==> src/rtl/result_frame_rx.sv <==
// 8N1 UART receiver plus parser for the 9-byte result frame (AA 55 T2 T1 T0 P2 P1 P0 CS).
// A good frame updates echo_tof/echo_peak with a frame_valid pulse; anything discarded pulses frame_err.
module result_frame_rx #(
  parameter int CLK_FREQ     = 50_000_000,
  parameter int BAUD         = 115200,
  parameter int TIMEOUT_BITS = 20
) (
  input  logic        clk_50M,
  input  logic        rst_n,
  input  logic        rs232_rx,
  output logic [19:0] echo_tof,
  output logic [17:0] echo_peak,
  output logic        frame_valid,
  output logic        frame_err
);

  localparam int BIT_CNT = CLK_FREQ / BAUD;
  localparam int HALF    = BIT_CNT / 2;
  localparam int CW      = $clog2(BIT_CNT + 1);
  localparam int TO_LIM  = TIMEOUT_BITS * BIT_CNT;
  localparam int TW      = $clog2(TO_LIM + 2);

  localparam logic [CW-1:0] CNT_HALF = CW'(HALF);
  localparam logic [CW-1:0] CNT_LAST = CW'(BIT_CNT - 1);
  localparam logic [TW-1:0] GAP_LIM  = TW'(TO_LIM);

  typedef enum logic [1:0] {E_IDLE, E_START, E_DATA, E_STOP} eng_state_t;
  typedef enum logic [1:0] {P_HUNT1, P_HUNT2, P_PAYLOAD, P_CHECK} par_state_t;

  eng_state_t    e_state, e_next;
  par_state_t    p_state, p_next;

  logic          rx_s1, rx_s2, rx_d;
  logic          fall;
  logic [CW-1:0] cnt;
  logic [2:0]    bit_idx;
  logic [7:0]    shreg;
  logic          byte_stb;
  logic          cnt_clr, bit_clr, shift_en, stop_ok, stop_bad;

  logic [2:0]    idx, idx_n;
  logic [7:0]    sum, sum_n;
  logic [7:0]    pl [0:5];
  logic          pl_we;
  logic [TW-1:0] gap_cnt;
  logic          timeout;
  logic          chk_ok, chk_bad;

  // Synchroniser and edge-detect flops idle high so reset never looks like a start bit.
  always_ff @(posedge clk_50M or negedge rst_n) begin
    if (!rst_n) begin
      rx_s1 <= 1'b1;
      rx_s2 <= 1'b1;
      rx_d  <= 1'b1;
    end else begin
      rx_s1 <= rs232_rx;
      rx_s2 <= rx_s1;
      rx_d  <= rx_s2;
    end
  end

  assign fall = rx_d & ~rx_s2;

  always_ff @(posedge clk_50M or negedge rst_n) begin
    if (!rst_n) begin
      e_state  <= E_IDLE;
      cnt      <= '0;
      bit_idx  <= '0;
      shreg    <= '0;
      byte_stb <= 1'b0;
    end else begin
      e_state  <= e_next;
      cnt      <= cnt_clr ? '0 : cnt + 1'b1;
      if (bit_clr)       bit_idx <= '0;
      else if (shift_en) bit_idx <= bit_idx + 3'd1;
      if (shift_en)      shreg <= {rx_s2, shreg[7:1]};
      byte_stb <= stop_ok;
    end
  end

  always_comb begin
    e_next   = e_state;
    cnt_clr  = 1'b0;
    bit_clr  = 1'b0;
    shift_en = 1'b0;
    stop_ok  = 1'b0;
    stop_bad = 1'b0;
    case (e_state)
      E_IDLE: begin
        if (fall) begin
          e_next  = E_START;
          cnt_clr = 1'b1;
        end
      end
      E_START: begin
        if (cnt == CNT_HALF) begin
          cnt_clr = 1'b1;
          if (rx_s2) begin
            e_next = E_IDLE;
          end else begin
            e_next  = E_DATA;
            bit_clr = 1'b1;
          end
        end
      end
      E_DATA: begin
        if (cnt == CNT_LAST) begin
          cnt_clr  = 1'b1;
          shift_en = 1'b1;
          if (bit_idx == 3'd7) e_next = E_STOP;
        end
      end
      E_STOP: begin
        if (cnt == CNT_LAST) begin
          cnt_clr = 1'b1;
          e_next  = E_IDLE;
          if (rx_s2) stop_ok  = 1'b1;
          else       stop_bad = 1'b1;
        end
      end
      default: e_next = E_IDLE;
    endcase
  end

  // Inter-byte gap: only idle engine cycles count, and only while a frame is in progress.
  assign timeout = (p_state != P_HUNT1) && (e_state == E_IDLE) && !fall && (gap_cnt == GAP_LIM);

  always_comb begin
    p_next  = p_state;
    idx_n   = idx;
    sum_n   = sum;
    pl_we   = 1'b0;
    chk_ok  = 1'b0;
    chk_bad = 1'b0;
    if (stop_bad || timeout) begin
      p_next = P_HUNT1;
    end else if (byte_stb) begin
      case (p_state)
        P_HUNT1: if (shreg == 8'hAA) p_next = P_HUNT2;
        P_HUNT2: begin
          if (shreg == 8'h55) begin
            p_next = P_PAYLOAD;
            idx_n  = 3'd0;
            sum_n  = 8'h00;
          end else if (shreg != 8'hAA) begin
            p_next = P_HUNT1;
          end
        end
        P_PAYLOAD: begin
          pl_we = 1'b1;
          sum_n = sum + shreg;
          if (idx == 3'd5) p_next = P_CHECK;
          else             idx_n  = idx + 3'd1;
        end
        P_CHECK: begin
          p_next = P_HUNT1;
          if (sum == shreg && pl[0][7:4] == 4'h0 && pl[3][7:2] == 6'h00) chk_ok  = 1'b1;
          else                                                            chk_bad = 1'b1;
        end
        default: p_next = P_HUNT1;
      endcase
    end
  end

  always_ff @(posedge clk_50M or negedge rst_n) begin
    if (!rst_n) begin
      p_state     <= P_HUNT1;
      idx         <= '0;
      sum         <= '0;
      gap_cnt     <= '0;
      echo_tof    <= '0;
      echo_peak   <= '0;
      frame_valid <= 1'b0;
      frame_err   <= 1'b0;
      for (int i = 0; i < 6; i++) pl[i] <= '0;
    end else begin
      p_state <= p_next;
      idx     <= idx_n;
      sum     <= sum_n;
      if (pl_we) pl[idx] <= shreg;
      if (e_state != E_IDLE || p_state == P_HUNT1) gap_cnt <= '0;
      else if (gap_cnt != GAP_LIM)                 gap_cnt <= gap_cnt + 1'b1;
      frame_valid <= chk_ok;
      frame_err   <= stop_bad | timeout | chk_bad;
      if (chk_ok) begin
        echo_tof  <= {pl[0][3:0], pl[1], pl[2]};
        echo_peak <= {pl[3][1:0], pl[4], pl[5]};
      end
    end
  end

endmodule
==> config.mk <==
export PLATFORM = sky130hd
export DESIGN_NAME = result_frame_rx
export DESIGN_NICKNAME = d
export VERILOG_FILES = /design/src/rtl/result_frame_rx.sv
export SDC_FILE = /design/constraint.sdc
export NUM_CORES = 1
export LEC_CHECK = 0
export CORE_ASPECT_RATIO = 0.6
export CORE_MARGIN = 8
export CORE_UTILIZATION = 50
export DETAILED_ROUTE_END_ITERATION = 7
export GPL_TIMING_DRIVEN = 0
export HOLD_SLACK_MARGIN = 0.03
export PLACE_DENSITY = 0.69
export REMOVE_ABC_BUFFERS = 1
export SLEW_MARGIN = 20
export SYNTH_ARGS = -nofsm -noshare
export SYNTH_HDL_FRONTEND = slang
export SYNTH_SLANG_ARGS = --single-unit
==> constraint.sdc <==
create_clock -name clk_50M -period 2.9 [get_ports clk_50M]
set_clock_uncertainty 0.2 [all_clocks]
set_input_delay 0.435 -clock clk_50M [delete_from_list [all_inputs] [get_ports clk_50M]]
set_output_delay 0.435 -clock clk_50M [all_outputs]
set_load 0.005 [all_outputs]
==> metrics.md <==
| Metric | Value |
|---|---|
| CP Capture Type | `flip-flop` |
| Max clock buf depth | `2` |
| CORE AREA | `0.0122 mm2` |
| Hold Vio Cnt, Final | `0` |
| Multi-input combinational cell area | `0.00269 mm2` |
| Clock Power Share | `0.479` |
| Cell taking the most area after synthesis | `dfrtp_1` |
| Sw Share | `0.230` |
| Routed vias/inst | `5.64` |
| RSZ-0062 raised after global routing | `yes` |
| Post-synth top area share | `0.548` |
| Pwr/cell area | `562 mW/mm2` |
| Area Overhead vs Synth | `21.6%` |
| Diodes inserted | `0` |
| Fin crit period | `2820 ps` |
| WP data required | `3000 ps` |
| GRT overflow | `0` |
| Post-synth EDFFs | `0` |
| HP Start | `rx_s1$_DFF_PN1_` |
| Mean post-synth cell area | `12.8 um2` |
| Synth area leaders | `dfrtp_1 (55%), mux2_2 (17%), ha_1 (3.8%), o21ai_0 (1.8%), xnor2_1 (1.5%)` |
| Design Area, Final | `0.00767 mm2` |
| Relative slew slack | `0.528` |
| Int Power | `3.32 mW` |
| Number of DRC markers in iteration 0 | `197` |
| H-Tree Depth | `4` |
| I/O pins | `43` |
| First-pass GRT wire length | `21300 um` |
| DP Area | `0.00691 mm2` |
| Max-slew violations | `0` |
| Fraction of layout instances using a drive strength above 1 | `0.300` |
| Routed Wire Length | `12700 um` |
| Vias in the first global route | `4111` |
| Total GRT Usage | `0.162` |
| Fillers | `912` |
| Tot Pwr | `4.31 mW` |
| Synthesized instance count | `491` |
| Reg clk slew, reported paths | `60 ps` |
| WL per Instance | `17.4 um` |
| Post-DRT Antenna Nets | `0` |
| Status | `complete, no violations` |
| Period Utilization, post-route | `0.972` |
| CTS tree | `done` |
| F_max | `355 MHz` |
| Initial Util | `0.518` |
| Max_cap viols | `0` |
| Final RePlAce weighted congestion | `0.785` |
| Die Wd | `161 um` |
| Post-synthesis register bit count | `141` |
| Crit start category | `flip-flop` |
| Nets@finish | `574` |
| Sequential share of the synthesized area | `0.560` |
| Final setup fails | `0` |
| Max IR drop VDD | `0.000404 V` |
| Synth Flop Type | `dfrtp_1` |
| Leakage | `3.57 nW` |
| Setup CP Type | `flip-flop to flip-flop` |
| Ys async rst share | `1.00` |
| Inserted Clock Buffers | `17` |
| Clock Sink Count | `141` |
| IO buf count | `42` |
| Via count | `4106` |
| Residual DRC | `0` |
| Power share of the combinational group | `0.039` |
| Chip Height | `103 um` |
| Commonest cells post-synth | `dfrtp_1 (138), mux2_2 (95), nor2_1 (25), o21ai_0 (23), inv_1 (20)` |
| CP Max Fanout | `15` |
| CP Launch Point | `shreg[1]$_DFFE_PN0P_` |
| Worst Tran Pin Value | `708 ps` |
| Initial antenna violation count | `0` |
| Top-count cell post-synth | `dfrtp_1` |
| Sequential cell area | `0.00354 mm2` |
| Largest net degree at the start of global routing | `87` |
| Rows | `31` |
| Die area | `0.0166 mm2` |
| Ys Warns | `0` |
| Clk Tree Root Cell | `clkbuf_16` |
| Worst hold path type | `flip-flop to flip-flop` |
| Synth unique cells | `60` |
| Detailed Place HPWL | `8410 um` |
| Sequential group share of total power | `0.483` |
| Switching pwr | `0.990 mW` |
| First-pass iteration count of the detailed router | `4` |
| Crit Reg-Reg Startpoint | `shreg[1]$_DFFE_PN0P_` |
| Cell area after synthesis | `0.00630 mm2` |
| Clk_lat worst skew | `420 ps` |
| CP arrival | `2920 ps` |
-- worst max-delay path, stage by stage, from the launching register on --
cell     delay, ps
dfrtp_2        520
ha_1           360
nor4_1         370
nand4_1        210
nor4_4         220
nand4_1        180
buf_6          200
buf_8          160
mux2_2         280
-- power groups by stage --
stage | Clock [mW] | Sequential, mW | Combinational (mW)
floorplan | 0 | 2.10 | 0.103
global placement | 0 | 2.11 | 0.154
detailed placement | 0 | 2.11 | 0.166
CTS | 2.10 | 2.08 | 0.170
global route | 2.18 | 2.09 | 0.194
finish | 2.06 | 2.08 | 0.167
-- what timing repair did --
item                       CTS  global route
hold endpoints to repair    55             0
hold buffers                 1             0
pin swaps                    3             1
resized for setup           13            10
setup buffers                8             3
setup endpoints to repair   98            64
-- cells in the final DEF (no fill, tap or decap), drive strengths merged, types with 16 or more instances in the layout --
cell	synthesis	layout
buf	8	16
clkbuf	9	20
clkdlybuf4s50	0	41
dfrtp	138	138
ha	19	19
inv	20	22
mux2	95	95
nand2	19	19
nor2	25	25
o21ai	24	24
-- stage by stage --
| stage | util | hold slack (ps) | setup TNS [ps] | std cells | setup WS [ps] |
|---|---|---|---|---|---|
| 3_5_place_dp | 0.567 | 147 | -33580 | 685 | -467 |
| 5_1_grt | 0.630 | 158 | -7.02 | 728 | -3.70 |
| 2_1_floorplan | - | -60.6 | -31790 | 474 | -828 |
| 6_report | 0.630 | 156 | 0 | 728 | 81.7 |
| 3_3_place_gp | 0.562 | 146 | -685070 | 681 | -4280 |
| 4_1_cts | 0.625 | 157 | 0 | 725 | 2.78 |
-- logic make-up after synthesis --
family / Yosys count / share of synthesized area
AOI/OAI and AO/OA: 60 / 0.0599
and+or+nand+nor: 113 / 0.108
buffers and inverters: 37 / 0.0260
DFF: 141 / 0.560
adders and majority gates: 20 / 0.0409
xor gates and xnor gates: 21 / 0.0292
muxes: 99 / 0.176
-- per-layer routing --
| metal | vias to the layer above | global-route usage | wire length (um) |
|---|---|---|---|
| met3 | 12 | 0.0463 | 750 |
| met2 | 94 | 0.247 | 5470 |
| met1 | 2112 | 0.225 | 6370 |
| li1 | 1888 | - | - |
| met4 | 0 | 0.0403 | 98 |
| met5 | - | 0 | 0 |
-- final timing paths --
kind | endpoint | slack [ps] | cells after the start
worst min-delay path | rx_s2$_DFF_PN1_ | 160 | 0
worst max register to register | echo_peak[1]$_DFFE_PN0P_ | 80 | 8
worst min register to register | rx_s2$_DFF_PN1_ | 160 | 0
min in group asynchronous | echo_tof[11]$_DFFE_PN0P_ | 330 | 2
max in group asynchronous | rx_d$_DFF_PN1_ | 1390 | 3
worst max-delay path | echo_peak[1]$_DFFE_PN0P_ | 80 | 8
-- state kept, by name, summed over array words and instances, names as in the netlist, 3 cells and up, named ones only --
signal     cells
gap_cnt       14
idx            3
echo_tof      20
shreg          8
pl            48
bit_idx        3
echo_peak     18
sum            8
cnt            9
-- area by class of cell --
class,count,area share
clock buffers,20,0.0596
clock inverters,11,0.0145
inverters,20,0.00979
multi-input cells,313,0.351
flip-flops and latches,141,0.462
well taps,165,0.0269
repair buffers,58,0.0765
Note: power is estimated with default switching activity, not from simulation.
